**config.mk**
```make
export PLATFORM = sky130hd
export DESIGN_NAME = txn_sink
export DESIGN_NICKNAME = d
export VERILOG_FILES = /design/src/rtl/txn_sink.sv
export SDC_FILE = /design/constraint.sdc
export NUM_CORES = 1
export LEC_CHECK = 0
export ABC_AREA = 1
export BUFFER_PORTS_ARGS = -buffer_cell sky130_fd_sc_hd__buf_2
export CAP_MARGIN = 20
export CORE_MARGIN = 2
export CORE_UTILIZATION = 63
export DETAILED_ROUTE_END_ITERATION = 8
export GPL_TIMING_DRIVEN = 0
export HOLD_SLACK_MARGIN = 0.15
export PLACE_DENSITY = 0.83
export SYNTH_ARGS = -nofsm -noshare
export SYNTH_HDL_FRONTEND = slang
export SYNTH_SLANG_ARGS = --single-unit
```
**constraint.sdc**
```tcl
create_clock -name clk -period 6.6 [get_ports clk]
set_input_delay 0.66 -clock clk [delete_from_list [all_inputs] [get_ports clk]]
set_output_delay 0.66 -clock clk [all_outputs]
set_load 0.005 [all_outputs]
```
**src/rtl/txn_sink.sv**
```systemverilog
// txn_sink: terminal responder for the dut_if chain.
// Buffers accepted cmd/adr/data beats in a show-ahead FIFO, keeps per-address
// data-value coverage bitmaps, and counts accepted and dropped beats.
module txn_sink #(
    parameter int unsigned ADR_W  = 2,
    parameter int unsigned DATA_W = 3,
    parameter int unsigned DEPTH  = 8,
    parameter int unsigned CNT_W  = 16
) (
    input  logic                       clk,
    input  logic                       rst_n,
    input  logic                       cmd,
    input  logic [ADR_W-1:0]           adr,
    input  logic [DATA_W-1:0]          data,
    input  logic                       rd_en,
    output logic                       rd_valid,
    output logic [ADR_W-1:0]           rd_adr,
    output logic [DATA_W-1:0]          rd_data,
    output logic [$clog2(DEPTH):0]     fifo_count,
    output logic                       overflow,
    input  logic                       clr_cov,
    input  logic [ADR_W-1:0]           cov_sel,
    output logic [(2**DATA_W)-1:0]     cov_map,
    output logic                       cov_full,
    output logic [CNT_W-1:0]           txn_count,
    output logic [CNT_W-1:0]           drop_count
);

    localparam int unsigned PW   = $clog2(DEPTH);
    localparam int unsigned CW   = PW + 1;
    localparam int unsigned EW   = ADR_W + DATA_W;
    localparam int unsigned NMAP = 2**ADR_W;
    localparam int unsigned MAPW = 2**DATA_W;

    logic [EW-1:0]    mem [DEPTH];
    logic [PW-1:0]    wr_ptr_q;
    logic [PW-1:0]    rd_ptr_q;
    logic [CW-1:0]    count_q;
    logic             ovf_q;
    logic [CNT_W-1:0] txn_q;
    logic [CNT_W-1:0] drop_q;
    logic [MAPW-1:0]  cov_q [NMAP];

    logic             pop;
    logic             full;
    logic             push;
    logic             drop;
    logic [EW-1:0]    head;

    // Handshake decode: a pop frees a slot for a same-cycle push even at full.
    always_comb begin
        pop  = 1'b0;
        full = 1'b0;
        push = 1'b0;
        drop = 1'b0;
        pop  = rd_en && (count_q != '0);
        full = (count_q == CW'(DEPTH));
        push = cmd && (!full || pop);
        drop = cmd && full && !pop;
    end

    // FIFO storage; written only on an accepted beat outside reset.
    always_ff @(posedge clk) begin
        if (rst_n && push) begin
            mem[wr_ptr_q] <= {adr, data};
        end
    end

    // Pointers, occupancy, sticky overflow and saturating beat counters.
    always_ff @(posedge clk) begin
        if (!rst_n) begin
            wr_ptr_q <= '0;
            rd_ptr_q <= '0;
            count_q  <= '0;
            ovf_q    <= 1'b0;
            txn_q    <= '0;
            drop_q   <= '0;
        end else begin
            if (push) begin
                wr_ptr_q <= wr_ptr_q + PW'(1);
                if (txn_q != {CNT_W{1'b1}}) begin
                    txn_q <= txn_q + CNT_W'(1);
                end
            end
            if (pop) begin
                rd_ptr_q <= rd_ptr_q + PW'(1);
            end
            if (push && !pop) begin
                count_q <= count_q + CW'(1);
            end else if (pop && !push) begin
                count_q <= count_q - CW'(1);
            end
            if (drop) begin
                ovf_q <= 1'b1;
                if (drop_q != {CNT_W{1'b1}}) begin
                    drop_q <= drop_q + CNT_W'(1);
                end
            end
        end
    end

    // Coverage maps: clear first, then the same-cycle beat sets its bit.
    always_ff @(posedge clk) begin
        if (!rst_n) begin
            for (int i = 0; i < int'(NMAP); i++) begin
                cov_q[i] <= '0;
            end
        end else begin
            if (clr_cov) begin
                for (int i = 0; i < int'(NMAP); i++) begin
                    cov_q[i] <= '0;
                end
            end
            if (cmd) begin
                cov_q[adr][data] <= 1'b1;
            end
        end
    end

    // Show-ahead head and status; head forced to zero while empty so
    // uninitialised storage never reaches the outputs.
    always_comb begin
        head       = '0;
        rd_valid   = (count_q != '0);
        if (rd_valid) begin
            head = mem[rd_ptr_q];
        end
        rd_adr     = head[EW-1:DATA_W];
        rd_data    = head[DATA_W-1:0];
        fifo_count = count_q;
        overflow   = ovf_q;
        txn_count  = txn_q;
        drop_count = drop_q;
        cov_map    = cov_q[cov_sel];
        cov_full   = &cov_q[cov_sel];
    end

endmodule

```
## Word level (Yosys, flattened, before mapping)

Memories as Yosys holds them, arrays and structs flattened. A register that Yosys moved wholly into a read port is not among the register bits.
Index checks and enable logic that the tools add are counted.

| storage, ports and cells | value |
|---|---|
| flip-flop bits (word level) | 43 |
| memory bits (writable) | 72 |
| input port bits | 12 |
| output and inout port bits | 52 |
| logic and storage cells | 60 |
| memories | 2 |

| operators by class | value |
|---|---|
| add/subtract/negate cells | 6 |
| $lt $le $gt $ge | 2 |
| eq/ne operators | 3 |
| mux-type cells | 20 |
| bitwise logic cells | 4 |
| reduce and logical (&&, ||, !) cells | 17 |

Memories:

| memory | words | bits a word | rd ports | clocked after memory_dff | wr ports | RTL line | text |
|---|---|---|---|---|---|---|---|
| mem | 8 | 5 | 1 | 1 | 1 | 35 | `logic [EW-1:0] mem [DEPTH];` |
| cov_q | 4 | 8 | 1 | 0 | 5 | 42 | `logic [MAPW-1:0] cov_q [NMAP];` |

Operators with widths:

| cell | count |
|---|---|
| $mux 8 | 5 |
| $add 16x1->16 const B | 2 |
| $ne 16x16->1 const B | 2 |
| $mux 1 | 9 |
| $logic_and 1x1->1 | 8 |
| $mux 4 | 2 |
| $reduce_and 8->1 | 1 |
| $add 3x1->3 const B | 2 |
| $mux 3 | 2 |
| $mux 5 | 1 |
| $add 4x1->4 const B | 1 |
| $eq 4x4->1 const B | 1 |
| $lt 3x4->1 const B | 1 |
| $or 1x1->1 | 4 |
| $reduce_and 2->1 | 2 |
| $reduce_bool 4->1 | 1 |
| $sub 4x1->4 const B | 1 |
| $demux 1 s3 | 1 |
| $ge 3x1->1 const B | 1 |
| $logic_not 1->1 | 3 |
| $reduce_bool 2->1 | 1 |
| $logic_or 1x1->1 | 1 |

## Depth between registers and ports, before layout

Gate-level depths: netlist (run 1).

| logic depth | value |
|---|---|
| depth after elaboration | 8 |
| gate-level depth with buffers | 14 |
| mapped depth without buffers | 13 |

## Least setup slack after synthesis (run 1)

Ideal clock, no wire load.

| path | value |
|---|---|
| path kind | input -> register |
| from | in rd_en |
| to | reg count_q[3], in the netlist fifo_count[3] |
| setup time | 70 ps |
| arrival | 2,395 ps |
| path slack | 4,136 ps |
| stages | 13 |
| buffers on the path | 1 |
| cells stage by stage | nor2_1 -> nand3_2 -> nand2_4 -> inv_2 -> buf_6 -> ha_1 -> inv_1 -> ha_1 -> or2_2 -> nand2_1 -> xnor2_1 -> nand2_1 -> a21oi_1 |

| between the ends | value |
|---|---|
| longest elaborated chain between the ends | 6 |
| elaborated cells on any way between the ends | 9 |

Ends and longest elaborated chain:

| what | RTL line | text |
|---|---|---|
| start, declared | 15 | `input logic rd_en,` |
| $logic_and 1x1->1 * | 56 | `pop = rd_en && (count_q != '0);` |
| $logic_or 1x1->1 | 58 | `push = cmd && (!full \|\| pop);` |
| $logic_and 1x1->1 | 58 |  |
| $logic_not 1->1 | 90 | `end else if (pop && !push) begin` |
| $logic_and 1x1->1 | 90 |  |
| $reduce_bool 2->1 (no source line) | n/a |  |
| end signal, assigned | 89 | `count_q <= count_q + CW'(1);` |
| end signal, assigned | 91 | `count_q <= count_q - CW'(1);` |
| end, declared | 38 | `logic [CW-1:0] count_q;` |

Every way passes the cells marked *; elsewhere a longest branch is shown, timed or not.
A chain may end at the register's enable or synchronous reset.

==> impl_metrics.csv, run 1 <==
group,metric,value,unit
status,status,"completed",
critical_path,cp_slowest_cell,"dfxtp_1",
global_routing,grt_pass1_wl,21.78,mm
critical_path,cp_slowest_stage_delay,450,ps
sta,maxSlewHeadroom,0.5889,
clock_network,cts_tree,"yes",
power,p_per_area,326.5,nW/um^2
placement,dp_cells,848,
floorplan,start_util,0.6548,
critical_path,cp-end-kind,"output port",
clock_network,cts.sinks,118,
route,firstDrtPassIters,5,
floorplan,die_y,96.87,um
sta,skew,13.03,ps
sta,hold_viol_final,0,
power,worst_ir_drop_vdd,0.2295,mV
clock_network,post_cts.repair.setup_buffers,0,
critical_path,arrival,2000,ps
placement,hpwlAfterDp,9.019,mm
route,vias_per_cell,5.531,
run,cap_violations,0,
clock_network,ctsHoldBuffers,0,
final_layout,antennaDiodeCount,0,
sta,worst_pin_slew,616.6,ps
global_routing,antenna_found_initial,0,
route,drc,0,
sta,slew_viol_final,0,
synthesis,ys_types,30,
critical_path,crit_required,5940,ps
sta,hold_slack,466.9,ps
floorplan,die_x,96.87,um
floorplan,core,8299,um^2
route,wire_per_inst,14.95,um
critical_path,path_cells,"clkbuf_1, o21ai_0, o22ai_1, nor2_1, nor2_1, buf_2",
route,drt_iter0_markers,349,
synthesis,syn-num-nets,701,
synthesis,synth_cells,681,
synthesis,synthTopCellsByArea,"dfxtp_1, edfxtp_1, nor2_1",
clock_network,ctsRootBufferMaster,"clkbuf_8",
critical_path,critPathMaxFanout,10,
synthesis,synth_top_area_frac,0.2874,
power,power.leakage,2.636,nW
route,detail-route-antenna-nets,0,
global_routing,grt_overflow,0,
clock_network,cts_max_level,4,
sta,rsz0062_at_grt,"false",
global_routing,grt_util_all_layers,0.2869,
clock_network,cts_buffers,17,
sta,fmax,0.3758,GHz
floorplan,rows,33,
sta,min_period,2661,ps
final_layout,fin_cells,880,
final_layout,drive_gt1_frac,0.1561,
critical_path,crit_top_cell,"nor2_1",
min_path,worstHoldPathType,"register to register",
sta,fin_crit_sh,0.4032,
floorplan,ioPinCount,64,
critical_path,crit_buf_inv,2,
floorplan,dieArea,9384,um^2
sta,setup_viol,0,
route,via_count,4867,
power,power,0.002097,W
synthesis,ys_seq_elements,118,
critical_path,rrSetupSlack,4050,ps
synthesis,synth_largest_area_cell,"dfxtp_1",
synthesis,synth.yosys.seq_area_share,0.5084,
final_layout,syn_to_final_growth,18.21,%
synthesis,syn_area,5434,um^2
clock_network,insertion_delay,520,ps
critical_path,crit_family,"flip-flops",
critical_path,crit_path_start_kind,"register",
synthesis,yosys_warnings,0,
synthesis,postSynthAreaPerCell,7.979,um^2
sta,tns,0,ps
route,routed_wl,13.15,mm
final_layout,fin_nets,782,
clock_network,cts_buffer_depth,2,
critical_path,crit_type,"register to output port",
placement,io_buffers,62,
global_routing,grt_start_max_net_pins,17,
global_routing,grt_pass1_vias,4695,
clock_network,cts_resized,0,
clock_network,cts.clk_slew.worst_paths,60,ps
placement,gp_congestion,0.9124,
per-stage QoR:
| step | area, um^2 | util | worst slack [ps] |
|---|---|---|---|
| after global placement | 5876 | 0.7080 | 3858 |
| after detailed placement | 5876 | 0.7080 | 3732 |
| final | 6424 | 0.7740 | 3939 |
| after global routing | 6424 | 0.7740 | 3772 |
| after floorplan | 5434 | - | 4136 |
| after CTS | 6424 | 0.7740 | 3921 |
report_power, final:
part	total [W]	internal, W	switching (W)
Sequential	0.000831	0.000788	0.0000425
Clock	0.000862	0.000543	0.000319
Combinational	0.000405	0.000153	0.000252
layer usage:
| layer | global-route usage | vias to the layer above | wire length [um] |
|---|---|---|---|
| li1 | - | 2413 | - |
| met1 | 0.3558 | 2239 | 5563 |
| met2 | 0.4824 | 201 | 6572 |
| met3 | 0.07731 | 14 | 902 |
| met4 | 0.1040 | 0 | 114 |
| met5 | 0 | - | 0 |
layout make-up:
class                   instances  area, um^2
repair buffers                 62       310.3
clock buffers                  22       442.9
multi-input cells             466        2252
well taps                     105       131.4
clock inverters                10       105.1
inverters                      76       285.3
flip-flops and latches        118        2763
fillers                       593        1876
plain buffers                  21       133.9
state kept, by name (all words and copies together) (netlist names), named ones only:
register and flops:
drop_count 16, wr_ptr_q 3, txn_count 16, cov_q 32, rd_ptr_q 3, mem 40, overflow 1, fifo_count 4
path summary, 6_finish.rpt:
| check | startpoint | endpoint | depth (start not counted) |
|---|---|---|---|
| setup / recovery | register | rd_data[1] | 6 |
| hold / removal | rd_ptr_q[2] | register | 2 |
| setup reg to reg | fifo_count[2] | fifo_count[3] | 13 |
| hold reg to reg | rd_ptr_q[2] | register | 2 |
synth_stat cells:
library cell,count
nor2_2,4
clkbuf_1,9
buf_4,1
buf_2,5
a21oi_1,28
xnor2_1,8
nand3_1,30
nand2_2,2
nor2_1,136
dfxtp_1,78
xor2_1,5
ha_1,7
nor2_4,1
nand2_1,130
inv_2,5
or2_2,2
nand2_4,4
nand3b_1,3
o211ai_1,7
nand3_2,1
o22ai_1,39
or2_1,1
a31oi_1,3
edfxtp_1,40
nand4_1,8
o21ai_0,45
nor2b_1,1
fa_1,1
buf_6,6
inv_1,71
worst reg2reg max path: stages, from the launching register on:
cell,delay (ps)
dfxtp_1,360
nor2_1,210
nand3_2,160
nand2_4,150
inv_2,70
buf_6,140
ha_1,210
inv_1,120
ha_1,270
or2_2,300
nand2_1,100
xnor2_1,150
nand2_1,90
a21oi_1,150
placed cells by master (no fill, tap or decap), types with 2 or more instances in the layout:
cell,Yosys,layout
dfxtp_1,78,78
o21ai_0,45,45
o211ai_1,7,7
o22ai_1,39,39
edfxtp_1,40,40
nand3_1,30,30
inv_4,0,2
buf_2,5,67
or2_2,2,2
ha_1,7,7
nand2_1,130,130
xor2_1,5,5
clkbuf_16,0,16
nand4_1,8,8
nand3b_1,3,3
clkinv_2,0,5
inv_1,71,71
nor2_2,4,4
buf_6,6,6
clkbuf_1,9,13
clkbuf_8,0,2
a21oi_1,28,28
xnor2_1,8,8
nor2_1,136,136
bufinv_16,0,2
nand2_4,4,4
a31oi_1,3,3
inv_2,5,5
nand2_2,2,2
logic make-up after synthesis:
logic type	count (synthesis)	share of synthesized area
AOI/OAI and AO/OA	122	0.1253
buffers and inverters	97	0.07714
adders and majority gates	8	0.01980
and+or+nand+nor	323	0.2484
xor gates and xnor gates	13	0.02095
DFF	118	0.5084
Note: power is estimated with default switching activity, not from simulation.
==> run 2, diff against run 1 <==
- CORE_UTILIZATION: 63 -> 58
- PLACE_DENSITY: 0.83 -> 0.77
- clock period: 6.6 -> 2.6 ns (I/O delays scaled with it)
==> impl_metrics.csv, run 2 (synthesized netlist as in run 1, its figures left out) <==
group,metric,value,unit
clock_network,post_cts.repair.setup_buffers,0,
final_layout,top_regs,"mem: 40 flops, cov_q: 32 flops",
placement,hpwlAfterDp,8.831,mm
critical_path,cp_num_cells,13,
sta,fin_crit_sh,0.9240,
route,vias_per_cell,5.479,
final_layout,syn_to_final_growth,20.58,%
sta,maxSlewHeadroom,0.5725,
min_path,worstHoldPathType,"input pin to register",
global_routing,grt_pass1_vias,4583,
clock_network,cts.clk_slew.worst_paths,60,ps
route,firstDrtPassIters,5,
clock_network,insertion_delay,510,ps
run,cap_violations,0,
critical_path,rrSetupSlack,200,ps
power,netSwitchingPower,0.001597,W
route,drt_iter0_markers,302,
route,wire_per_inst,14.59,um
clock_network,cts_buffer_depth,2,
final_layout,top_register,"mem",
route,detail-route-antenna-nets,0,
clock_network,cts_max_level,4,
floorplan,rows,35,
sta,rsz0062_at_grt,"false",
final_layout,mostFrequentLayoutCell,"nor2_1",
global_routing,grt_util_all_layers,0.2720,
route,via_count,4898,
critical_path,cp_slowest_cell,"dfxtp_1",
global_routing,antenna_found_initial,1,
clock_network,cts.sinks,118,
sta,worst_pin_slew,641.2,ps
critical_path,r2r-end,"fifo_count[3]",
critical_path,cp_slowest_stage_delay,340,ps
status,status,"completed",
sta,tns,0,ps
critical_path,critPathMaxFanout,10,
global_routing,grt_start_max_net_pins,17,
route,drc,0,
critical_path,critPathCapture,"fifo_count[3]",
route,routed_wl,13.05,mm
critical_path,crit_path_start_kind,"register",
critical_path,path_cells,"nor2_1, nand3_2, nand2_4, inv_2, buf_6, ha_1, inv_1, ha_1, or2_2, nand2_1, xnor2_1, nand2_1, a21oi_1",
critical_path,crit_required,3040,ps
floorplan,core,9153,um^2
power,comb_power_share,0.188,
sta,hold_viol_final,0,
critical_path,reg2reg_from,"fifo_count[2]",
final_layout,final_area,6553,um^2
sta,setup_viol,0,
critical_path,cp-end-kind,"register",
critical_path,rr_worst_depth,13,
placement,io_buffers,62,
power,worst_ir_drop_vdd,0.4852,mV
power,clockPowerShare,0.427,
global_routing,grt_overflow,0,
critical_path,crit_buf_inv,3,
final_layout,fin_nets,789,
power,p_per_area,834.2,nW/um^2
power,sw_frac_of_total,0.2921,
power,p_int,0.003869,W
clock_network,cts_buffers,17,
sta,fmax,0.4162,GHz
global_routing,grt_pass1_wl,21.44,mm
critical_path,arrival,2840,ps
final_layout,largest_reg_flops,40,
clock_network,cts_tree,"yes",
critical_path,crit_family,"simple AND/OR/NAND/NOR gates",
clock_network,ctsRootBufferMaster,"clkbuf_8",
floorplan,ioPinCount,64,
sta,min_period,2402,ps
final_layout,drive_gt1_frac,0.1586,
critical_path,startpoint,"fifo_count[2]",
floorplan,die_x,100.8,um
sta,skew,6.927,ps
power,power.leakage,2.683,nW
min_path,hold_depth,4,
placement,dpl_cell_area,5883,um^2
placement,gp_congestion,0.8851,
floorplan,die_y,100.8,um
sta,slew_viol_final,0,
critical_path,crit_type,"register to register",
floorplan,start_util,0.5937,
final_layout,final_cell_mix,"nor2_1, nand2_1, dfxtp_1",
floorplan,dieArea,10160,um^2
power,seqPwrFrac,0.385,
-- run 2: cell types whose count changed in the layout (fill, tap and decap cells not counted), sizes merged --
cell,delta
dlygate4sd3,+7
diode,+1
clkbuf,-4
inv,+1
clkinv,+2
bufinv,+1
-- run 2: per-stage QoR --
| stage | hold WS, ps | std cells | util | power, W | setup slack [ps] |
|---|---|---|---|---|---|
| finish | 192.0 | 894 | 0.7159 | 0.005466 | 197.5 |
| global route | 200.9 | 893 | 0.7157 | 0.005751 | 35.11 |
| CTS | 179.1 | 893 | 0.7151 | 0.005472 | 149.6 |
| detailed placement | 453.9 | 854 | 0.6428 | 0.003138 | 190.6 |
| global placement | 446.9 | 854 | 0.6428 | 0.003107 | 251.8 |
| floorplan | 358.9 | 681 | - | 0.002798 | 421.5 |
-- run 2: how the worst min path moves through the flow --
stage | from | endpoint | slack, ps
3_3_place_gp | rd_ptr_q[2] | rd_ptr_q[2] | 450
3_5_place_dp | overflow | overflow | 450
2_1_floorplan | data[0] | mem[0][0] | 360
4_1_cts | clr_cov | cov_q[3][7] | 180
6_report | clr_cov | cov_q[3][7] | 190
5_1_grt | clr_cov | cov_q[0][0] | 200
-- run 2: layout make-up --
| type | count | area [um^2] |
|---|---|---|
| Fill cell | 712 | 2600 |
| Clock buffer | 18 | 417.9 |
| Multi-Input combinational cell | 466 | 2257 |
| Sequential cell | 118 | 2763 |
| Tap cell | 111 | 138.9 |
| Antenna cell | 1 | 2.502 |
| Timing Repair Buffer | 69 | 380.4 |
| Clock inverter | 14 | 173.9 |
| Inverter | 76 | 285.3 |
| Buffer | 21 | 133.9 |
-- run 2: metal layers --
metal  share of wire  up-vias  global-route usage
li1                -     2432                   -
met1            0.42     2252              0.3482
met4           0.021        0              0.1159
met2            0.49      183              0.4456
met3           0.069       31             0.05964
met5               0        -                   0
-- run 2: power by group through the flow --
stage / sequential (W) / combinational [W] / clock, W
3_3_place_gp: 0.00214 / 0.000969 / 0
6_report: 0.00211 / 0.00103 / 0.00233
2_1_floorplan: 0.00213 / 0.000673 / 0
3_5_place_dp: 0.00214 / 0.000997 / 0
4_1_cts: 0.00210 / 0.00102 / 0.00235
5_1_grt: 0.00212 / 0.00118 / 0.00245
-- run 2: tightest hold or removal path: stages --
cell and delay [ps]:
buf_2 70, or2_1 80, buf_2 160, o22ai_1 90
-- run 2: repair_timing --
item,CTS,global route
resized for setup,0,1
endpoints found under the setup margin,0,1
hold endpoints to repair,45,0
hold buffers,7,0
